--- src/rtl/pong_pkg.sv ---
`default_nettype none
// ============================================================================
// Module      : pong_pkg
// Description : Shared constants and FSM state type for the pong ball engine.
//               Screen geometry, ball/paddle sizes, paddle columns, serve
//               position, score hold time and the speedup ceiling.
// Revision    : 1.0 - initial release
// ============================================================================
package pong_pkg;

  localparam int SCREEN_W       = 160;
  localparam int SCREEN_H       = 120;
  localparam int BALL_SIZE      = 4;
  localparam int PADDLE_H       = 16;

  // Inner faces of the two paddles (columns).
  localparam int LEFT_PADDLE_X  = 4;
  localparam int RIGHT_PADDLE_X = 156;

  // Ball restart position after a point or reset.
  localparam int SERVE_X        = 78;
  localparam int SERVE_Y        = 58;

  localparam int HOLD_FRAMES    = 30;
  localparam int MAX_SPEED_X    = 4;

  typedef enum logic [1:0] {
    ST_IDLE   = 2'd0,
    ST_MOVE   = 2'd1,
    ST_SCORED = 2'd2
  } state_t;

endpackage
`default_nettype wire

--- src/rtl/ball_physics_if.sv ---
`default_nettype none
// ============================================================================
// Module      : ball_physics_if
// Description : Bundle between the game controller (master) and the ball
//               engine (slave).
//   master drives : frame_tick, serve, left_paddle_y, right_paddle_y
//   slave drives  : ball_x, ball_y, speed_x, speed_y, ball_right, ball_down,
//                   score_left, score_right, in_play
// Revision    : 1.0 - initial release
// ============================================================================
interface ball_physics_if;

  logic       frame_tick;
  logic       serve;
  logic [7:0] left_paddle_y;
  logic [7:0] right_paddle_y;

  logic [8:0] ball_x;
  logic [7:0] ball_y;
  logic [8:0] speed_x;
  logic [7:0] speed_y;
  logic       ball_right;
  logic       ball_down;
  logic       score_left;
  logic       score_right;
  logic       in_play;

  modport master (
    output frame_tick, serve, left_paddle_y, right_paddle_y,
    input  ball_x, ball_y, speed_x, speed_y, ball_right, ball_down,
           score_left, score_right, in_play
  );

  modport slave (
    input  frame_tick, serve, left_paddle_y, right_paddle_y,
    output ball_x, ball_y, speed_x, speed_y, ball_right, ball_down,
           score_left, score_right, in_play
  );

endinterface
`default_nettype wire

--- src/rtl/ball_physics_paddle_overlap.sv ---
`default_nettype none
// ============================================================================
// Module      : paddle_overlap
// Description : Combinational test whether the ball rows [ball_y, ball_y+4)
//               intersect the paddle rows [paddle_y, paddle_y+16).
//   ball_y   (in)  : ball top row
//   paddle_y (in)  : paddle top row
//   hit      (out) : 1 when the row ranges intersect
// Revision    : 1.0 - initial release
// ============================================================================
module paddle_overlap
  import pong_pkg::*;
(
  input  logic [7:0] ball_y,
  input  logic [7:0] paddle_y,
  output logic       hit
);

  // 9-bit sums so that a paddle near row 255 cannot wrap.
  logic [8:0] ball_bottom;
  logic [8:0] paddle_bottom;

  assign ball_bottom   = {1'b0, ball_y}   + 9'(BALL_SIZE);
  assign paddle_bottom = {1'b0, paddle_y} + 9'(PADDLE_H);

  assign hit = (ball_bottom > {1'b0, paddle_y}) && ({1'b0, ball_y} < paddle_bottom);

endmodule
`default_nettype wire

--- src/rtl/ball_physics.sv ---
`default_nettype none
// ============================================================================
// Module      : ball_physics
// Description : Pong ball engine. Moves the ball once per frame_tick while in
//               MOVE, bounces off top/bottom walls and both paddles, detects
//               misses, pulses the score of the player who won the point and
//               holds the ball for HOLD_FRAMES frames before the next serve.
//   clk    (in) : system clock, rising edge
//   resetn (in) : synchronous reset, active HIGH despite the name
//   bus         : ball_physics_if.slave (serve/tick/paddles in, ball state out)
// Build option: define BALL_SPEEDUP_EN to add one to speed_x on every paddle
//               hit, saturating at MAX_SPEED_X.
// Revision    : 1.0 - initial release
// ============================================================================
module ball_physics
  import pong_pkg::*;
(
  input  logic           clk,
  input  logic           resetn,
  ball_physics_if.slave  bus
);

  localparam logic signed [9:0] TOP_LIMIT    = 10'sd0;
  localparam logic signed [9:0] BOTTOM_LIMIT = 10'(SCREEN_H - BALL_SIZE);
  localparam logic signed [9:0] RIGHT_LIMIT  = 10'(RIGHT_PADDLE_X - BALL_SIZE);
  localparam logic signed [9:0] LEFT_LIMIT   = 10'(LEFT_PADDLE_X);
  localparam logic signed [9:0] RIGHT_EDGE   = 10'(SCREEN_W);

  state_t     state;
  logic [4:0] frame_cnt;

  // Signed 10-bit views so a step past column/row 0 shows up as negative.
  logic signed [9:0] x_s, y_s, sx_s, sy_s;
  logic signed [9:0] next_x, next_y;

  logic hit_left_rows, hit_right_rows;
  logic right_hit, right_miss, left_hit, left_miss;

  assign x_s  = signed'({1'b0, bus.ball_x});
  assign y_s  = signed'({2'b00, bus.ball_y});
  assign sx_s = signed'({1'b0, bus.speed_x});
  assign sy_s = signed'({2'b00, bus.speed_y});

  assign next_x = bus.ball_right ? (x_s + sx_s) : (x_s - sx_s);
  assign next_y = bus.ball_down  ? (y_s + sy_s) : (y_s - sy_s);

  paddle_overlap u_left_overlap (
    .ball_y   (bus.ball_y),
    .paddle_y (bus.left_paddle_y),
    .hit      (hit_left_rows)
  );

  paddle_overlap u_right_overlap (
    .ball_y   (bus.ball_y),
    .paddle_y (bus.right_paddle_y),
    .hit      (hit_right_rows)
  );

  // A paddle hit takes priority; the ball only scores if it gets past.
  assign right_hit  =  bus.ball_right && (next_x >= RIGHT_LIMIT) && hit_right_rows;
  assign right_miss =  bus.ball_right && !right_hit && (next_x >= RIGHT_EDGE);
  assign left_hit   = !bus.ball_right && (next_x <= LEFT_LIMIT) && hit_left_rows;
  assign left_miss  = !bus.ball_right && !left_hit && (next_x < 10'sd0);

`ifdef BALL_SPEEDUP_EN
  logic [8:0] speed_x_up;
  assign speed_x_up = (bus.speed_x >= 9'(MAX_SPEED_X)) ? 9'(MAX_SPEED_X)
                                                       : bus.speed_x + 9'd1;
`endif

  always_ff @(posedge clk) begin
    if (resetn) begin
      state           <= ST_IDLE;
      frame_cnt       <= 5'd0;
      bus.ball_x      <= 9'(SERVE_X);
      bus.ball_y      <= 8'(SERVE_Y);
      bus.speed_x     <= 9'd1;
      bus.speed_y     <= 8'd1;
      bus.ball_right  <= 1'b1;
      bus.ball_down   <= 1'b1;
      bus.score_left  <= 1'b0;
      bus.score_right <= 1'b0;
      bus.in_play     <= 1'b0;
    end else begin
      bus.score_left  <= 1'b0;
      bus.score_right <= 1'b0;

      case (state)
        ST_IDLE: begin
          if (bus.serve) begin
            state       <= ST_MOVE;
            bus.in_play <= 1'b1;
          end
        end

        ST_MOVE: begin
          if (bus.frame_tick) begin
            // Vertical motion and wall bounce.
            if (next_y <= TOP_LIMIT) begin
              bus.ball_y    <= 8'd0;
              bus.ball_down <= 1'b1;
            end else if (next_y >= BOTTOM_LIMIT) begin
              bus.ball_y    <= BOTTOM_LIMIT[7:0];
              bus.ball_down <= 1'b0;
            end else begin
              bus.ball_y    <= next_y[7:0];
            end

            // Horizontal motion, paddle bounce and scoring.
            if (right_miss || left_miss) begin
              state           <= ST_SCORED;
              frame_cnt       <= 5'd0;
              bus.in_play     <= 1'b0;
              bus.ball_x      <= 9'(SERVE_X);
              bus.ball_y      <= 8'(SERVE_Y);
              bus.speed_x     <= 9'd1;
              bus.score_left  <= right_miss;
              bus.score_right <= left_miss;
              // Next serve heads toward the side that conceded.
              bus.ball_right  <= right_miss;
            end else if (right_hit) begin
              bus.ball_x     <= RIGHT_LIMIT[8:0];
              bus.ball_right <= 1'b0;
`ifdef BALL_SPEEDUP_EN
              bus.speed_x    <= speed_x_up;
`endif
            end else if (left_hit) begin
              bus.ball_x     <= LEFT_LIMIT[8:0];
              bus.ball_right <= 1'b1;
`ifdef BALL_SPEEDUP_EN
              bus.speed_x    <= speed_x_up;
`endif
            end else begin
              bus.ball_x <= next_x[8:0];
            end
          end
        end

        ST_SCORED: begin
          if (bus.frame_tick) begin
            if (frame_cnt == 5'(HOLD_FRAMES - 1)) begin
              state     <= ST_IDLE;
              frame_cnt <= 5'd0;
            end else begin
              frame_cnt <= frame_cnt + 5'd1;
            end
          end
        end

        default: state <= ST_IDLE;
      endcase
    end
  end

endmodule
`default_nettype wire

--- src/flat_wrapper.sv ---
// flat-port wrapper written by rule: the top's interface ports become plain ports
module ball_physics_flat import pong_pkg::*;
  (clk, resetn, bus_frame_tick, bus_serve, bus_left_paddle_y, bus_right_paddle_y, bus_ball_x, bus_ball_y, bus_speed_x, bus_speed_y, bus_ball_right, bus_ball_down, bus_score_left, bus_score_right, bus_in_play);
  ball_physics_if bus_i ();
  input  logic clk;
  input  logic resetn;
  input wire logic [$bits(bus_i.frame_tick)-1:0] bus_frame_tick;
  input wire logic [$bits(bus_i.serve)-1:0] bus_serve;
  input wire logic [$bits(bus_i.left_paddle_y)-1:0] bus_left_paddle_y;
  input wire logic [$bits(bus_i.right_paddle_y)-1:0] bus_right_paddle_y;
  output wire logic [$bits(bus_i.ball_x)-1:0] bus_ball_x;
  output wire logic [$bits(bus_i.ball_y)-1:0] bus_ball_y;
  output wire logic [$bits(bus_i.speed_x)-1:0] bus_speed_x;
  output wire logic [$bits(bus_i.speed_y)-1:0] bus_speed_y;
  output wire logic [$bits(bus_i.ball_right)-1:0] bus_ball_right;
  output wire logic [$bits(bus_i.ball_down)-1:0] bus_ball_down;
  output wire logic [$bits(bus_i.score_left)-1:0] bus_score_left;
  output wire logic [$bits(bus_i.score_right)-1:0] bus_score_right;
  output wire logic [$bits(bus_i.in_play)-1:0] bus_in_play;
  assign bus_i.frame_tick = bus_frame_tick;
  assign bus_i.serve = bus_serve;
  assign bus_i.left_paddle_y = bus_left_paddle_y;
  assign bus_i.right_paddle_y = bus_right_paddle_y;
  assign bus_ball_x = bus_i.ball_x;
  assign bus_ball_y = bus_i.ball_y;
  assign bus_speed_x = bus_i.speed_x;
  assign bus_speed_y = bus_i.speed_y;
  assign bus_ball_right = bus_i.ball_right;
  assign bus_ball_down = bus_i.ball_down;
  assign bus_score_left = bus_i.score_left;
  assign bus_score_right = bus_i.score_right;
  assign bus_in_play = bus_i.in_play;
  ball_physics u_core (.clk(clk), .resetn(resetn), .bus(bus_i));
endmodule
--- config.mk ---
export PLATFORM = sky130hd
export DESIGN_NAME = ball_physics_flat
export DESIGN_NICKNAME = d
export VERILOG_FILES = /design/src/rtl/pong_pkg.sv /design/src/rtl/ball_physics_if.sv /design/src/rtl/ball_physics_paddle_overlap.sv /design/src/rtl/ball_physics.sv /design/src/flat_wrapper.sv
export SDC_FILE = /design/constraint.sdc
export NUM_CORES = 1
export LEC_CHECK = 0
export CORE_MARGIN = 2
export CORE_UTILIZATION = 54
export CTS_CLUSTER_DIAMETER = 30
export DETAILED_ROUTE_END_ITERATION = 10
export GPL_ROUTABILITY_DRIVEN = 0
export HOLD_SLACK_MARGIN = 0.15
export PLACE_DENSITY = 0.82
export SLEW_MARGIN = 20
export SYNTH_ARGS = -nofsm -noshare
export SYNTH_HDL_FRONTEND = slang
export SYNTH_SLANG_ARGS = --single-unit
--- constraint.sdc ---
create_clock -name clk -period 3.8 [get_ports clk]
set_input_delay 0.76 -clock clk [delete_from_list [all_inputs] [get_ports clk]]
set_output_delay 0.76 -clock clk [all_outputs]
set_load 0.005 [all_outputs]
==> implementation parameters, run 1 <==
Parameter                              Value

Critical path
  Crit-path max cell delay ... 0.50 ns
  Worst Path Class, Setup ... input port to register
  Endpoint of the worst-slack reg-to-reg timing path ... u_core.bus.ball_y[0]
  Crit path arrival time ... 3.71 ns
  Element type at the critical path end ... register
  CP Launch Type ... input port
  Slowest cell on crit path ... sky130_fd_sc_hd__or4_1
  Setup slack, reg-to-reg ... 0.30 ns
  Crit Path Max Fanout ... 4
  Worst reg2reg startpoint ... u_core.bus.ball_right
  CP Data Required Time ... 3.96 ns
  Chain of cells forming the critical path ... clkdlybuf4s50_1 -> ha_1 -> xnor2_1 -> ha_1 -> a211o_1 -> or4_1 -> a22oi_1 -> buf_4 -> or3b_2 -> a22oi_1 -> o21ai_0
  Cells on worst reg2reg path ... 9

Run
  Maxcap violations ... 0

Yosys
  EDFF count, synth ... 0
  Portion of the post-synthesis area used by sequential elements ... 18.1%
  Top cells by area in the synthesized netlist ... sky130_fd_sc_hd__dfxtp_1 (18%), sky130_fd_sc_hd__ha_1 (18%), sky130_fd_sc_hd__buf_4 (4.0%)
  Proportion of netlist area held by the largest area contributor ... 18.1%
  Async set-or-reset flop fraction in the synthesized netlist ... 0%
  YS warnings ... 0
  Distinct cell type count after synthesis ... 76
  Dominant cell type by area after synthesis ... sky130_fd_sc_hd__dfxtp_1
  Avg Synthesized Cell Area ... 8.02 µm²
  Flip-flop cell with the highest count after synthesis ... sky130_fd_sc_hd__dfxtp_1
  Netlist Area Pre-Place ... 3220 µm²
  Post-synthesis sequential element count ... 29
  Post-Syn Instances ... 401

Final layout
  Fraction of final layout cells sized beyond drive strength 1 ... 10.5%
  Commonest cells after routing, fill and taps aside ... sky130_fd_sc_hd__ha_1 (45), sky130_fd_sc_hd__clkdlybuf4s50_1 (41), sky130_fd_sc_hd__nand2_1 (33)
  Final-layout fill cell count ... 512
  Final cell count without fillers ... 531
  N_diodes ... 0
  Net count of the finished layout ... 521
  Most common library cell in the layout ignoring fill and taps ... sky130_fd_sc_hd__ha_1
  Area of combinational cells with multiple inputs ... 2390 µm²
  Sequential Area ... 581 µm²
  End-of-flow core utilization ... 65.3%
  Layout area overhead ... 18.8%

Place
  Cells after DPL ... 523
  # port buffers ... 41
  HPWL after detailed placement ... 6570 µm
  Place WS ... -0.0192 ns

Clocking
  TritonCTS clock tree ... done
  Clock latency reported for the late side of the worst-skew pair ... 0.28 ns
  Clock sink count ... 29
  Buffers inserted during post-CTS setup optimization ... 0
  Clock tree root driver cell ... sky130_fd_sc_hd__clkbuf_8
  # H-tree levels ... 2
  Resize count post-CTS ... 0
  Num CTS Buffers ... 5
  Maximum count of clock buffers along a single path ... 2
  CTS clk-pin slew, worst paths ... 0.06 ns
  Post-CTS Hold Fix Bufs ... 0

Global route
  Wire length of the first global-routing pass ... 13800 µm
  Routing usage on met2 ... 46.0%
  Largest net degree at the start of global routing ... 16
  Most congested layer reported by global routing ... met2
  Antenna violations before repair ... 0
  GRT Overall Usage ... 26.4%
  Global-route congestion overflow total ... 0
  Met3 demand-to-capacity share in global routing ... 4.44%
  Number of global-route vias before repair ... 3064
  Global routing usage on met1 ... 33.2%

Status
  Result of the run ... finished, final reports clean

Timing
  Fin crit period ... 3.55 ns
  Fraction of the cycle the final worst path needs ... 93.3%
  Setup Total Neg Slack ... 0 ns
  Setup-violating endpoint count in the final report ... 0
  Remaining max-slew budget at the tightest pin ... 51.5%
  Fmax ... 0.282 GHz
  Layout Skew ... 0.00576 ns
  Pin slew with the least headroom to its limit ... 0.718 ns
  Final-report hold violation count ... 0
  Setup repair after global routing missed its margin ... no
  Number of max-slew violations in the final report ... 0
  Least setup slack across all paths after layout ... 0.253 ns

Power and ir drop
  Leakage power of the design ... 0.00163 µW
  Worst voltage drop across the vdd grid ... 0.346 mV
  Power per cell area ... 228 nW/µm²
  Overall power ... 869 µW

Min path
  Min-Delay Endpoint ... u_core.bus.in_play
  Beginning of the worst hold path ... u_core.bus.in_play
  Hold WC Path Type ... register to register
  Count of cells along the worst hold path ... 1

Floorplan
  Placeable Area ... 5850 µm²
  Boundary Pins ... 59
  Effective utilization at floorplan ... 55.0%
  Overall die height ... 81.2 µm
  Width of the die ... 81.2 µm
  Core Rows ... 28
  Total die area ... 6590 µm²

Route
  Wire length per cell after detailed routing ... 15.6 µm
  Routed wire length ... 8270 µm
  Mean number of vias per cell ... 6.13
  Detailed Route Iter0 Violations ... 173
  Count of antenna-violating nets left after detailed routing ... 0
  Residual DRC count ... 0
  Via total after detailed routing ... 3255
  DRT Pass-1 Iters ... 5
[synth_stat cells, types with 4 or more instances]
cell type and n:
sky130_fd_sc_hd__ha_1 45, sky130_fd_sc_hd__nand2_1 33, sky130_fd_sc_hd__inv_1 30, sky130_fd_sc_hd__dfxtp_1 29, sky130_fd_sc_hd__nor2_1 28, sky130_fd_sc_hd__nand3_1 23
sky130_fd_sc_hd__a21oi_1 17, sky130_fd_sc_hd__buf_4 17, sky130_fd_sc_hd__o21ai_0 16, sky130_fd_sc_hd__nor3_1 12, sky130_fd_sc_hd__xnor2_1 11, sky130_fd_sc_hd__a211oi_1 9
sky130_fd_sc_hd__a21o_1 5, sky130_fd_sc_hd__o21a_1 5, sky130_fd_sc_hd__o221ai_1 5, sky130_fd_sc_hd__a31o_2 4, sky130_fd_sc_hd__nand2b_1 4, sky130_fd_sc_hd__nand4_1 4
sky130_fd_sc_hd__nor2b_1 4, sky130_fd_sc_hd__o31ai_1 4, sky130_fd_sc_hd__o41ai_1 4, sky130_fd_sc_hd__xor2_1 4
[registers in the layout, summed over array words and instances (netlist names)]
| register | count |
|---|---|
| u_core.bus.in_play | 1 |
| u_core.bus.ball_x | 9 |
| u_core.bus.ball_down | 1 |
| u_core.bus.ball_right | 1 |
| u_core.bus.ball_y | 8 |
| u_core.frame_cnt | 5 |
| u_core.bus.score_right | 1 |
| u_core.state | 2 |
| u_core.bus.score_left | 1 |
[final cells by class]
type	instances	area share, %
clock inverter	1	0.786
tap	75	2.46
multi-input combinational	333	62.6
clock buffer	7	2.26
sequential	29	15.2
timing repair buffer	56	13.7
inverter	30	2.95
[how the worst max path moves through the flow]
stage	depth (start not counted)	endpoint	start	slack, ns
after floorplan	9	u_core.bus.ball_x[7]	bus_left_paddle_y[4]	0.64
after global placement	11	u_core.bus.ball_x[7]	bus_left_paddle_y[5]	0.05
after detailed placement	11	u_core.bus.ball_x[7]	bus_left_paddle_y[5]	-0.02
after CTS	11	u_core.bus.ball_x[7]	bus_left_paddle_y[5]	0.27
after global routing	9	u_core.bus.ball_y[0]	u_core.bus.ball_right	0.004
final	11	u_core.bus.ball_x[7]	bus_left_paddle_y[5]	0.25
[power by group]
group	switching [µW]	total, µW	internal (µW)
logic	115	217	102
clock network	116	330	213
registers	10.4	323	312
[metrics by stage]
stage	cell area, µm²	hold slack, ns
2_1_floorplan	3270	0.449
3_3_place_gp	3700	0.457
3_5_place_dp	3700	0.455
4_1_cts	3820	0.478
5_1_grt	3820	0.500
6_report	3820	0.483
[worst max-delay path, delay by kind of cell]
kind,cells,cell delay (ns)
buf+inv,2,0.62
compound gates,4,0.70
simple gates,2,0.96
xor+xnor,1,0.13
fa+ha+maj,2,0.52
[logic make-up (layout without fill, tap and decap cells)]
kind of cell / Yosys count / count (layout) / synth area share (%)
compound gates: 115 / 115 / 27.4
xor+xnor: 16 / 16 / 4.59
fa+ha+maj: 46 / 46 / 18.1
buf+inv: 54 / 94 / 9.30
flops: 29 / 29 / 18.1
mux: 1 / 1 / 0.311
other cells: 2 / 17 / 0.234
simple gates: 138 / 138 / 22.0
[per-layer routing]
metal,routed length [µm],part of all wire (%),up-vias
met5,0,0,-
met4,154,1.9,0
met2,3970,48,114
li1,-,-,1588
met3,487,5.9,20
met1,3650,44,1533
(Power assumes the default switching activity.)
==> run 2, diff against run 1 <==
--- a/config.mk
+++ b/config.mk
@@ -16,3 +16,4 @@
 export SYNTH_ARGS = -nofsm -noshare
 export SYNTH_HDL_FRONTEND = slang
 export SYNTH_SLANG_ARGS = --single-unit
+export TNS_END_PERCENT = 5
==> results of run 2 <==
Same layout as run 1: the final DEF is identical, and so are final timing and power.
==> run 3, diff against run 2 <==
--- a/config.mk
+++ b/config.mk
@@ -5,13 +5,15 @@
 export SDC_FILE = /design/constraint.sdc
 export NUM_CORES = 1
 export LEC_CHECK = 0
+export CELL_PAD_IN_SITES_DETAIL_PLACEMENT = 1
+export CELL_PAD_IN_SITES_GLOBAL_PLACEMENT = 1
 export CORE_MARGIN = 2
-export CORE_UTILIZATION = 54
+export CORE_UTILIZATION = 40
 export CTS_CLUSTER_DIAMETER = 30
 export DETAILED_ROUTE_END_ITERATION = 10
 export GPL_ROUTABILITY_DRIVEN = 0
 export HOLD_SLACK_MARGIN = 0.15
-export PLACE_DENSITY = 0.82
+export PLACE_DENSITY_LB_ADDON = 0.1
 export SLEW_MARGIN = 20
 export SYNTH_ARGS = -nofsm -noshare
 export SYNTH_HDL_FRONTEND = slang
==> run 3 against run 2 <==
Power fell by 7.6%. Worst hold slack lost 0.00061 ns. Core utilization decreased by 16 points. Design area grew 0.69%. Critical path depth grew 2. Clock power decreased by 22%. Die area grew 33%. Worst setup slack got worse by 0.037 ns. Critical path type unchanged. Highest routed layer unchanged.
==> implementation parameters, run 3 (same netlist as run 1, synthesis figures left out) <==
Parameter                              Value

Global route
  Antenna violations before repair ... 0 (unchanged)
  Global-route congestion overflow total ... 0 (unchanged)
  Largest net degree at the start of global routing ... 16 (unchanged)
  Number of global-route vias before repair ... 3270 (+6.7%)
  GRT Overall Usage ... 22.1% (-4.4 points)
  Wire length of the first global-routing pass ... 15600 µm (+13%)

Critical path
  CP Launch Type ... input port
  Worst Path Class, Setup ... input port to register
  Chain of cells forming the critical path ... clkdlybuf4s50_1 -> ha_1 -> xnor2_1 -> ha_1 -> a211o_1 -> a21oi_1 -> a311oi_1 -> a22oi_1 -> buf_4 -> o41ai_1 -> a21oi_2 -> buf_4 -> a32o_1
  Crit Path Max Fanout ... 6 (+2)
  Crit path arrival time ... 3.76 ns (+0.05 ns)
  CP Data Required Time ... 3.97 ns (about the same)
  Element type at the critical path end ... register
  Slowest cell on crit path ... sky130_fd_sc_hd__o41ai_1
  Setup slack, reg-to-reg ... 0.39 ns (+0.09 ns)
  Crit-path max cell delay ... 0.61 ns (+0.11 ns)

Clocking
  # H-tree levels ... 2 (unchanged)
  Clock latency reported for the late side of the worst-skew pair ... 0.28 ns (about the same)
  Maximum count of clock buffers along a single path ... 2 (unchanged)
  Num CTS Buffers ... 5 (unchanged)
  Clock sink count ... 29 (unchanged)
  CTS clk-pin slew, worst paths ... 0.06 ns (about the same)
  TritonCTS clock tree ... done
  Clock tree root driver cell ... sky130_fd_sc_hd__clkbuf_8

Floorplan
  Placeable Area ... 7770 µm² (+33%)
  Boundary Pins ... 59 (unchanged)
  Total die area ... 8770 µm² (+33%)
  Core Rows ... 32 (+14%)
  Effective utilization at floorplan ... 41.4% (-14 points)
  Overall die height ... 93.7 µm (+15%)
  Width of the die ... 93.7 µm (+15%)

Route
  Via total after detailed routing ... 3173 (-2.5%)
  Wire length per cell after detailed routing ... 16.8 µm (+7.8%)
  Residual DRC count ... 0 (unchanged)
  DRT Pass-1 Iters ... 4 (-1)
  Count of antenna-violating nets left after detailed routing ... 0 (unchanged)
  Mean number of vias per cell ... 5.67 (-7.6%)
  Routed wire length ... 9400 µm (+14%)
  Detailed Route Iter0 Violations ... 93 (-46%)

Min path
  Hold WC Path Type ... register to register

Timing
  Final-report hold violation count ... 0 (unchanged)
  Number of max-slew violations in the final report ... 0 (unchanged)
  Fin crit period ... 3.58 ns (+0.0372 ns)
  Setup repair after global routing missed its margin ... no
  Fmax ... 0.279 GHz (-1.0%)
  Least setup slack across all paths after layout ... 0.216 ns (-0.0372 ns)
  Setup-violating endpoint count in the final report ... 0 (unchanged)
  Fraction of the cycle the final worst path needs ... 94.3% (+0.98 points)
  Remaining max-slew budget at the tightest pin ... 55.1% (+3.6 points)
  Pin slew with the least headroom to its limit ... 0.665 ns (-0.0533 ns)
  Layout Skew ... 0.00389 ns (-0.00186 ns)

Final layout
  N_diodes ... 0 (unchanged)
  Fraction of final layout cells sized beyond drive strength 1 ... 10.9% (+0.39 points)
  Final cell count without fillers ... 560 (+5.5%)
  Layout area overhead ... 19.6%
  End-of-flow core utilization ... 49.5% (-16 points)
  Largest registers ... u_core.bus.ball_x x9, u_core.bus.ball_y x8, u_core.frame_cnt x5
  Net count of the finished layout ... 524 (+0.58%)
  Final-layout fill cell count ... 967 (+89%)
  Commonest cells after routing, fill and taps aside ... sky130_fd_sc_hd__ha_1 (45), sky130_fd_sc_hd__clkdlybuf4s50_1 (41), sky130_fd_sc_hd__nand2_1 (33)
  Largest register by flop count ... u_core.bus.ball_x
  Most common library cell in the layout ignoring fill and taps ... sky130_fd_sc_hd__ha_1
  Post-route standard cell area excluding fillers ... 3840 µm² (+0.69%)
  Max reg flops ... 9 (unchanged)

Place
  HPWL after detailed placement ... 7670 µm (+17%)
  # port buffers ... 41 (unchanged)
  Place WS ... -0.0165 ns (+0.00270 ns)
  Post-detailed-placement cell area ... 3760 µm² (+1.5%)
  Cells after DPL ... 553 (+5.7%)

Power and ir drop
  Clk pwr share ... 32.2% (-5.7 points)
  Cell internal power dissipation ... 560 µW (-11%)
  Power per cell area ... 209 nW/µm² (-8.2%)
  Worst voltage drop across the vdd grid ... 0.205 mV (-41%)
  Switching power total ... 244 µW (+0.71%)
  Portion of total power attributed to sequential cells ... 40.2% (+3.1 points)
  Combinational share of power ... 27.5% (+2.5 points)
  Sw Share ... 30.3% (+2.5 points)
  Leakage power of the design ... 0.00163 µW (about the same)

Status
  Result of the run ... finished, final reports clean

Run
  Maxcap violations ... 0 (unchanged)
## run 3: cell count changes in the layout (fill, tap and decap cells not counted)
cell / delta
sky130_fd_sc_hd__buf_4: +3
sky130_fd_sc_hd__o21ai_0: -2
sky130_fd_sc_hd__o21ai_1: +2
sky130_fd_sc_hd__bufinv_16: -1
## run 3: cell type report
class	instances	area (µm²)	share of cell area (%)
Clock buffer	7	86.3	2.25
Inverter	30	113	2.93
Multi-Input combinational cell	333	2390	62.2
Sequential cell	29	581	15.1
Tap cell	102	128	3.32
Timing Repair Buffer	59	546	14.2
## run 3: power groups by stage
stage,Clock (µW),Sequential (µW),Combinational (µW)
after floorplan,0,329,147
after global placement,0,330,212
after detailed placement,0,330,220
after CTS,264,324,222
after global routing,279,325,248
final,259,323,221
## run 3: layer usage
layer	global-route usage, %	share of wire, %
met4	5.68	2.3
met5	0	0
met3	3.05	3.6
met1	28.0	45
met2	39.4	49
## run 3: critical path: cells and delay by family
kind / cells / cell delay (ns)
xor gates and xnor gates: 1 / 0.14
buffers and inverters: 3 / 0.81
adders and majority gates: 2 / 0.53
AOI/OAI and AO/OA: 7 / 1.51
## run 3: final timing paths
kind                               from                   end  depth (start not counted)
hold reg to reg      u_core.bus.in_play    u_core.bus.in_play                          1
setup / recovery   bus_left_paddle_y[5]   u_core.frame_cnt[0]                         13
setup reg to reg  u_core.bus.ball_right  u_core.bus.ball_x[6]                          9
hold / removal       u_core.bus.in_play    u_core.bus.in_play                          1
## run 3: through the flow
| stage | setup TNS [ns] | hold slack (ns) | power, µW |
|---|---|---|---|
| 6_report | 0 | 0.483 | 804 |
| 5_1_grt | 0 | 0.509 | 852 |
| 4_1_cts | 0 | 0.487 | 810 |
| 3_5_place_dp | -0.0165 | 0.468 | 551 |
| 3_3_place_gp | 0 | 0.459 | 542 |
| 2_1_floorplan | 0 | 0.449 | 475 |
## run 3: timing repair
item,in CTS,in global routing
resized for setup,0,2
buffers inserted,0,0
hold buffers,0,0
endpoints found under the setup margin,0,3
